File: src/rtl/fft_pkg.sv
// Shared Q1.15 types and helpers for the radix-2 FFT butterfly datapath.
package fft_pkg;
  localparam int Q15_DW   = 16;
  localparam int Q15_TW_W = 32;
  localparam int RND_SH   = Q15_DW - 1;

  localparam logic signed [Q15_DW-1:0]   Q15_MAX = 16'sh7FFF;
  localparam logic signed [Q15_DW-1:0]   Q15_MIN = 16'sh8000;
  localparam logic signed [2*Q15_DW:0]   RND_K   = 33'sd1 <<< (Q15_DW - 2);

  typedef struct packed {
    logic signed [Q15_DW-1:0] re;
    logic signed [Q15_DW-1:0] im;
  } cplx_t;

  function automatic logic signed [Q15_DW-1:0] sat_q15(input logic signed [2*Q15_DW:0] v);
    if (v > 33'sd32767)       return Q15_MAX;
    else if (v < -33'sd32768) return Q15_MIN;
    else                      return v[Q15_DW-1:0];
  endfunction

  function automatic cplx_t tw_unpack(input logic [Q15_TW_W-1:0] w);
    cplx_t c;
    c.re = w[Q15_TW_W-1:Q15_TW_W/2];
    c.im = w[Q15_TW_W/2-1:0];
    return c;
  endfunction
endpackage

File: src/rtl/fft_butterfly_r2_if.sv
// Input/output handshake bundle of the radix-2 butterfly.
interface fft_butterfly_r2_if #(parameter int DW = 16, parameter int TW_W = 32);
  logic                 in_valid, in_ready;
  logic signed [DW-1:0] a_re, a_im, b_re, b_im;
  logic [TW_W-1:0]      tw_data;
  logic                 out_valid, out_ready;
  logic signed [DW-1:0] x0_re, x0_im, x1_re, x1_im;

  modport master (output in_valid, a_re, a_im, b_re, b_im, tw_data, out_ready,
                  input  in_ready, out_valid, x0_re, x0_im, x1_re, x1_im);
  modport slave  (input  in_valid, a_re, a_im, b_re, b_im, tw_data, out_ready,
                  output in_ready, out_valid, x0_re, x0_im, x1_re, x1_im);
endinterface

File: src/rtl/cmul_q15.sv
// Two-stage Q1.15 complex multiplier t = b*w: products, then round/shift/saturate.
module cmul_q15 import fft_pkg::*; (
  input  logic  clk,
  input  logic  rst,
  input  logic  en,
  input  cplx_t b,
  input  cplx_t w,
  output cplx_t t
);
  logic signed [2*Q15_DW-1:0] p_rr_q, p_ii_q, p_ri_q, p_ir_q;
  logic signed [2*Q15_DW-1:0] p_rr_d, p_ii_d, p_ri_d, p_ir_d;
  logic signed [2*Q15_DW:0]   sum_re, sum_im;
  cplx_t t_q, t_d;

  always_comb begin
    // One guard bit covers (-1)*(-1) - (x)*(y) without wrap before saturation.
    sum_re = 33'(p_rr_q) - 33'(p_ii_q) + RND_K;
    sum_im = 33'(p_ri_q) + 33'(p_ir_q) + RND_K;
    p_rr_d = p_rr_q;
    p_ii_d = p_ii_q;
    p_ri_d = p_ri_q;
    p_ir_d = p_ir_q;
    t_d    = t_q;
    if (en) begin
      p_rr_d = b.re * w.re;
      p_ii_d = b.im * w.im;
      p_ri_d = b.re * w.im;
      p_ir_d = b.im * w.re;
      t_d.re = sat_q15(sum_re >>> RND_SH);
      t_d.im = sat_q15(sum_im >>> RND_SH);
    end
  end

  always_ff @(posedge clk or posedge rst) begin
    if (rst) begin
      p_rr_q <= '0;
      p_ii_q <= '0;
      p_ri_q <= '0;
      p_ir_q <= '0;
      t_q    <= '0;
    end else begin
      p_rr_q <= p_rr_d;
      p_ii_q <= p_ii_d;
      p_ri_q <= p_ri_d;
      p_ir_q <= p_ir_d;
      t_q    <= t_d;
    end
  end

  assign t = t_q;
endmodule

File: src/rtl/fft_butterfly_r2.sv
// Radix-2 DIT butterfly X0/X1 = a +/- W*b, three-stage global-stall pipeline.
module fft_butterfly_r2 import fft_pkg::*; #(
  parameter int DW    = Q15_DW,
  parameter int TW_W  = Q15_TW_W,
  parameter int SCALE = 1
) (
  input logic               clk,
  input logic               rst,
  fft_butterfly_r2_if.slave bus
);
  localparam int STAGES = 3;

  logic [STAGES:1]      vld_pipe_q, vld_pipe_d;
  cplx_t                a1_q, a1_d, a2_q, a2_d;
  cplx_t                x0_q, x0_d, x1_q, x1_d;
  cplx_t                a_in, b_in, t;
  logic                 advance;
  logic signed [DW:0]   s0_re, s0_im, s1_re, s1_im;

  function automatic logic signed [DW-1:0] fin(input logic signed [DW:0] s);
    if (SCALE != 0) return s[DW:1];
    else            return sat_q15(33'(s));
  endfunction

  assign advance      = !vld_pipe_q[STAGES] || bus.out_ready;
  assign bus.in_ready = advance;
  assign a_in.re      = bus.a_re;
  assign a_in.im      = bus.a_im;
  assign b_in.re      = bus.b_re;
  assign b_in.im      = bus.b_im;

  cmul_q15 u_cmul (
    .clk (clk),
    .rst (rst),
    .en  (advance),
    .b   (b_in),
    .w   (tw_unpack(bus.tw_data[TW_W-1:0])),
    .t   (t)
  );

  assign s0_re = (DW+1)'(a2_q.re) + (DW+1)'(t.re);
  assign s0_im = (DW+1)'(a2_q.im) + (DW+1)'(t.im);
  assign s1_re = (DW+1)'(a2_q.re) - (DW+1)'(t.re);
  assign s1_im = (DW+1)'(a2_q.im) - (DW+1)'(t.im);

  always_comb begin
    vld_pipe_d = vld_pipe_q;
    a1_d       = a1_q;
    a2_d       = a2_q;
    x0_d       = x0_q;
    x1_d       = x1_q;
    // in_ready == advance, so in_valid alone marks a transfer here.
    if (advance) begin
      vld_pipe_d = {vld_pipe_q[STAGES-1:1], bus.in_valid};
      a1_d       = a_in;
      a2_d       = a1_q;
      x0_d.re    = fin(s0_re);
      x0_d.im    = fin(s0_im);
      x1_d.re    = fin(s1_re);
      x1_d.im    = fin(s1_im);
    end
  end

  always_ff @(posedge clk or posedge rst) begin
    if (rst) begin
      vld_pipe_q <= '0;
      a1_q       <= '0;
      a2_q       <= '0;
      x0_q       <= '0;
      x1_q       <= '0;
    end else begin
      vld_pipe_q <= vld_pipe_d;
      a1_q       <= a1_d;
      a2_q       <= a2_d;
      x0_q       <= x0_d;
      x1_q       <= x1_d;
    end
  end

  assign bus.out_valid = vld_pipe_q[STAGES];
  assign bus.x0_re     = x0_q.re;
  assign bus.x0_im     = x0_q.im;
  assign bus.x1_re     = x1_q.re;
  assign bus.x1_im     = x1_q.im;
endmodule

File: src/flat_wrapper.sv
// flat-port wrapper written by rule: the top's interface ports become plain ports
module fft_butterfly_r2_flat import fft_pkg::*;
#(
  parameter int DW    = Q15_DW,
  parameter int TW_W  = Q15_TW_W,
  parameter int SCALE = 1
)
  (clk, rst, bus_in_valid, bus_a_re, bus_a_im, bus_b_re, bus_b_im, bus_tw_data, bus_out_ready, bus_in_ready, bus_out_valid, bus_x0_re, bus_x0_im, bus_x1_re, bus_x1_im);
  fft_butterfly_r2_if #(.DW(DW), .TW_W(TW_W)) bus_i ();
  input logic clk;
  input logic rst;
  input wire logic [$bits(bus_i.in_valid)-1:0] bus_in_valid;
  input wire logic [$bits(bus_i.a_re)-1:0] bus_a_re;
  input wire logic [$bits(bus_i.a_im)-1:0] bus_a_im;
  input wire logic [$bits(bus_i.b_re)-1:0] bus_b_re;
  input wire logic [$bits(bus_i.b_im)-1:0] bus_b_im;
  input wire logic [$bits(bus_i.tw_data)-1:0] bus_tw_data;
  input wire logic [$bits(bus_i.out_ready)-1:0] bus_out_ready;
  output wire logic [$bits(bus_i.in_ready)-1:0] bus_in_ready;
  output wire logic [$bits(bus_i.out_valid)-1:0] bus_out_valid;
  output wire logic [$bits(bus_i.x0_re)-1:0] bus_x0_re;
  output wire logic [$bits(bus_i.x0_im)-1:0] bus_x0_im;
  output wire logic [$bits(bus_i.x1_re)-1:0] bus_x1_re;
  output wire logic [$bits(bus_i.x1_im)-1:0] bus_x1_im;
  assign bus_i.in_valid = bus_in_valid;
  assign bus_i.a_re = bus_a_re;
  assign bus_i.a_im = bus_a_im;
  assign bus_i.b_re = bus_b_re;
  assign bus_i.b_im = bus_b_im;
  assign bus_i.tw_data = bus_tw_data;
  assign bus_i.out_ready = bus_out_ready;
  assign bus_in_ready = bus_i.in_ready;
  assign bus_out_valid = bus_i.out_valid;
  assign bus_x0_re = bus_i.x0_re;
  assign bus_x0_im = bus_i.x0_im;
  assign bus_x1_re = bus_i.x1_re;
  assign bus_x1_im = bus_i.x1_im;
  fft_butterfly_r2 #(.DW(DW), .TW_W(TW_W), .SCALE(SCALE)) u_core (.clk(clk), .rst(rst), .bus(bus_i));
endmodule
File: config.mk
export PLATFORM = sky130hd
export DESIGN_NAME = fft_butterfly_r2_flat
export DESIGN_NICKNAME = d
export VERILOG_FILES = /design/src/rtl/fft_pkg.sv /design/src/rtl/fft_butterfly_r2_if.sv /design/src/rtl/cmul_q15.sv /design/src/rtl/fft_butterfly_r2.sv /design/src/flat_wrapper.sv
export SDC_FILE = /design/constraint.sdc
export NUM_CORES = 2
export LEC_CHECK = 0
export CAP_MARGIN = 20
export CORE_ASPECT_RATIO = 2
export CORE_UTILIZATION = 29
export CTS_BUF_LIST = sky130_fd_sc_hd__clkbuf_4
export DETAILED_ROUTE_END_ITERATION = 16
export MAX_ROUTING_LAYER = met4
export SYNTH_ARGS = -nofsm -noshare
export SYNTH_HDL_FRONTEND = slang
export SYNTH_HIERARCHICAL = 1
export SYNTH_SLANG_ARGS = --single-unit
File: constraint.sdc
create_clock -name clk -period 14.95 [get_ports clk]
set_clock_uncertainty 0.2 [all_clocks]
set_input_delay 2.2425 -clock clk [delete_from_list [all_inputs] [get_ports clk]]
set_output_delay 2.2425 -clock clk [all_outputs]
set_load 0.03 [all_outputs]
# Word level (Yosys, flattened, before mapping)
# Index checks and enable logic that the tools add are counted.
[classes]
addsub = 8
multipliers = 4
n_lt_le_gt_ge = 4
mux = 4
n_reduce_logical = 2
[op_table]
columns = ["cell", "count"]
rows = [
  ["16-bit by 16-bit multiplier with 32-bit output", 4],
  ["33-bit by 16-bit adder with 33-bit output (second input constant)", 2],
  ["16-bit 2-to-1 mux", 4],
  ["18-bit by 16-bit > comparator with 1-bit output (second input constant)", 2],
  ["18-bit by 16-bit < comparator with 1-bit output (second input constant)", 2],
  ["16-bit by 16-bit adder with 17-bit output", 2],
  ["16-bit by 16-bit subtractor with 17-bit output", 2],
  ["32-bit by 32-bit adder with 33-bit output", 1],
  ["32-bit by 32-bit subtractor with 33-bit output", 1],
  ["1-bit zero test", 1],
  ["1-bit logical OR", 1],
]
[word_totals]
register_bits = 291
input_bits = 100
out_inout_bits = 66
wordCells = 37

# Logic depth before layout (Yosys ltp)
[logic_depth]
ltp_word = 5
ltp_mapped = 26
ltp_nobuf = 25

# By module
# Netlist, hierarchy kept.
[modules_own_cells]
columns = ["mod", "n_inst", "cells_each", "area_per_inst_um2", "seq_area_each_um2"]
rows = [
  ["cmul_q15", 1, 5184, 48266.3, 4003.8],
  ["fft_butterfly_r2", 1, 952, 7978.9, 3278.1],
]

# Least setup slack after synthesis
# Ideal clock, no wire load.
[synth_timing]
kind = "input-to-reg"
startpoint = "input bus_b_im[10]"
endpoint = "register u_core.u_cmul.p_ir_q[30]"
setup_time_ns = 0.125
arrival_ns = 7.929
t_required_ns = 14.625
path_slack_ns = 6.696
path_stages = 22
path_buffers = 1
path_cell_list = "clkbuf_1 -> nand2_1 -> fa_1 -> fa_1 -> inv_1 -> fa_1 -> inv_1 -> fa_1 -> fa_1 -> fa_1 -> inv_1 -> ha_1 -> nand4_1 -> nor2_1 -> a221oi_2 -> a31oi_1 -> a221oi_2 -> o21ai_1 -> a211o_1 -> a31oi_1 -> xnor2_1 -> mux2_2"
[synth_via]
elab_chain_cells = 1
[synth_lines]
columns = ["item", "line_no", "text"]
rows = [
  ["from (decl)", "flat_wrapper.sv:16", "input wire logic [$bits(bus_i.b_im)-1:0] bus_b_im;"],
  ["16-bit by 16-bit multiplier with 32-bit output", "cmul_q15.sv:28", "p_ir_d = b.im * w.re;"],
  ["to (signal assigned)", "cmul_q15.sv:45", "p_ir_q <= p_ir_d;"],
  ["to (decl)", "cmul_q15.sv:10", "logic signed [2*Q15_DW-1:0] p_rr_q, p_ii_q, p_ri_q, p_ir_q;"],
]
# Every way passes these cells.
# A chain may end at the register's enable or synchronous reset.

# Final worst setup path
[layout_timing]
startpoint = "input bus_tw_data[17]"
endpoint = "register u_core.u_cmul.p_ir_q[30]"
[layout_via]
elab_chain_cells = 1
[layout_lines]
columns = ["item", "line_no", "text"]
rows = [
  ["from (decl)", "flat_wrapper.sv:17", "input wire logic [$bits(bus_i.tw_data)-1:0] bus_tw_data;"],
  ["16-bit by 16-bit multiplier with 32-bit output", "cmul_q15.sv:28", ""],
]
# Every way passes these cells.

==> impl_metrics.py <==
metrics = {
    "sta": {
        "rsz0062_at_grt": "no",
        "drv_slew": 0,
        "period_needed_ps": 8730,
        "worstMarginPinSlew_ps": 1100,
        "final-hold-violation-count": 0,
        "setup_violations": 0,
        "fmax_mhz": 115,
        "tns_ps": 0,
        "fin_crit_sh_pct": 58.4,
        "slew_headroom_pct": 26.0,
    },
    "logic_synthesis": {
        "synth_fp_nets": 7798,
        "synth_seq_cells": 291,
        "synth_warnings": 6,
        "synthTopCellsByArea": "fa_1 (37%), dfrtp_1 (13%), ha_1 (11%)",
        "yosysSeqAreaShare_pct": 12.9,
        "synth_top_area_share_pct": 37.4,
        "syn_inst": 6136,
        "syn_avg_cell_area_um2": 9.17,
        "synthMostInstantiatedCell": "inv_1",
        "synthesis.area_um2": 56200,
        "synth.distinct_cells": 95,
        "synth-main-ff-cell": "dfrtp_1",
        "synth-async-reset-ratio_pct": 100,
        "synth_common_cells": "inv_1 (1298), fa_1 (1052), nand2_1 (804)",
        "synth_edf_count": 0,
        "synth_top_area_cell": "fa_1",
    },
    "die": {
        "die_h_um": 625,
        "die_area_um2": 196000,
        "placementRows": 228,
        "start_util_pct": 29.2,
        "io_pins": 166,
        "die_w_um": 313,
        "core_um2": 193000,
    },
    "worst_setup_path": {
        "critPathMostFrequentCell": "fa_1",
        "end_kind": "flop",
        "cpPeakStageDelay_ps": 600,
        "slowest_stage": "fa_1",
        "startpoint_type": "input port",
        "crit_chain": "clkdlybuf4s50_1, buf_4, nand2_1, fa_1, fa_1, inv_1, fa_1, inv_1, fa_1, fa_1, fa_1, inv_1, ha_1, nand4_1, nor2_1, a221oi_2, a31oi_1, a221oi_2, o21ai_1, a211o_1, a31oi_1, xnor2_1, mux2_2",
        "arrival_ps": 9320,
        "critPathBufInv": 5,
        "critPathKind": "in -> reg",
        "crit_fanout": 33,
        "crit_required_ps": 15540,
        "cp_top_family": "adder cells",
    },
    "cells_and_area": {
        "syn2layout_area_growth_pct": 9.64,
        "fin_nets": 7838,
        "final_cells": 8786,
        "multi_input_area_um2": 43000,
        "nFillCells": 20200,
        "fin_util_pct": 32.0,
        "seqCellArea_um2": 7280,
        "layout-drive-gt1-share_pct": 4.92,
    },
    "clock_tree": {
        "cts-root-buf": "clkbuf_4",
        "clkTransAtPathRegs_ps": 80,
        "numCtsBuffers": 78,
        "holdBufCountCts": 0,
        "clk_latency_ps": 910,
        "cts_setup_buffers": 0,
        "cts_tree": "built",
        "ctsResizeCount": 0,
        "numClockSinks": 291,
        "htreeDepth": 3,
        "clockBufferDepth": 3,
    },
    "global_routing": {
        "grt_pass1_vias": 47300,
        "grtUsageTotal_pct": 18.5,
        "grt_antenna_before_repair": 18,
        "overflow": 0,
        "grt_max_degree": 158,
        "grt_pass1_wl_mm": 268,
    },
    "routing": {
        "wl_met3_mm": 6.75,
        "drt-wirelength-per-cell_um": 19.6,
        "first_pass_iters": 5,
        "ant_nets": 0,
        "via_count": 42000,
        "drc_errors": 0,
        "wl_met2_mm": 88.6,
        "top_layer": "met4",
        "routed_wl_mm": 172,
        "first_iter_violations": 2001,
        "wirelength_met1_mm": 57.7,
        "via_per_inst": 4.78,
    },
    "flow_run": {
        "maxCapViolations": 0,
    },
    "placed_design": {
        "place.detailed.hpwl_mm": 137,
        "place.gp.congestion": 0.935,
        "dp.cells": 8624,
        "io_buffers": 165,
    },
    "worst_hold_path": {
        "hold_class": "reg -> reg",
    },
    "outcome": {
        "status": "complete, no violations",
    },
}
-- final timing paths --
path | from | endpoint | slack, ps | cells past startpoint
max in group asynchronous | rst | u_core/u_cmul/p_rr_q[30] | 11230 | 4
min in group asynchronous | rst | u_core/u_cmul/t[3] | 1700 | 2
worst max-delay path | bus_tw_data[17] | u_core/u_cmul/p_ir_q[30] | 6220 | 23
worst min register to register | u_core/vld_pipe_q[2] | u_core/vld_pipe_q[3] | 260 | 1
worst max register to register | u_core/u_cmul/p_ri_q[7] | u_core/u_cmul/t[14] | 10280 | 12
worst min-delay path | u_core/vld_pipe_q[2] | u_core/vld_pipe_q[3] | 260 | 1
-- flip-flops by register name (all words and copies together), names as in the netlist --
signal and count:
u_core/bus.x1_im 16, u_core/u_cmul/p_ri_q 32, u_core/a1_q 32, u_core/bus.x0_im 16, u_core/u_cmul/p_ir_q 32, u_core/u_cmul/p_rr_q 32, u_core/u_cmul/t 32, u_core/bus.x1_re 16
u_core/vld_pipe_q 3, u_core/a2_q 32, u_core/u_cmul/p_ii_q 32, u_core/bus.x0_re 16
-- worst register-to-register path: stages, from the launching register on --
cell and delay [ps]:
dfrtp_1 410, ha_1 310, ha_1 290, and3_1 210, a221oi_1 270, o211ai_1 360
a21boi_1 380, a21oi_1 180, a31o_2 310, or3_1 360, a31oi_2 610, o21ai_1 430
o21a_1 220
-- layer usage --
metal  vias up  GRT usage [%]
met4         0           16.7
met1     21400           17.5
li1      18800              -
met3       557           1.95
met2      1199           33.1
met5         -              -
-- through the flow --
step                      setup slack [ps]  cell area (um2)  hold slack (ps)
after detailed placement              5310            60500              247
final                                 6220            61700              258
after global placement                5390            60500              243
after CTS                             6370            61600              255
after global routing                  6010            61600              271
after floorplan                       6700            56200              230
-- area by class of cell --
class | count | share of cell area (%)
timing repair buffer | 233 | 3.49
tap | 2530 | 5.13
clock buffer | 95 | 1.16
clock inverter | 44 | 0.586
sequential | 291 | 11.8
multi-input combinational | 4272 | 69.8
antenna | 21 | 0.0852
inverter | 1300 | 7.94
-- placed cells by master (no fill, tap or decap), types with 16 or more instances in the layout --
cell type / count
nand4_1: 17
clkdlybuf4s50_1: 157
ha_1: 510
xnor2_1: 157
nor2_1: 198
a21oi_1: 205
o21a_1: 42
clkinv_1: 25
xor2_1: 60
a211oi_1: 24
clkbuf_4: 95
and2_1: 497
nand3_1: 48
nor3_1: 29
inv_1: 1296
o21ai_0: 131
diode_2: 21
buf_4: 66
a21o_1: 63
a31oi_1: 17
mux2_2: 70
nand2b_1: 33
fa_1: 1052
o211ai_1: 16
o221ai_1: 16
o21ai_1: 30
o31ai_1: 22
dfrtp_1: 291
nand2_1: 804
nor2b_1: 26
o21bai_1: 22
-- cells by family (layout without fill, tap and decap cells) --
group	Yosys count	count (layout)	share of synthesized area, %
AO/OA/AOI/OAI	697	697	8.20
AND/OR/NAND/NOR	1718	1718	14.6
flip-flops	291	291	12.9
multiplexers	78	78	1.55
adder cells (fa/ha/maj)	1562	1562	48.8
buffers and inverters	1573	1672	10.5
XOR/XNOR	217	217	3.38
other	0	21	0
Power is left out: the tool's default activity adds up to more than one toggle a clock period on the data nets, which glitch-free logic cannot reach.
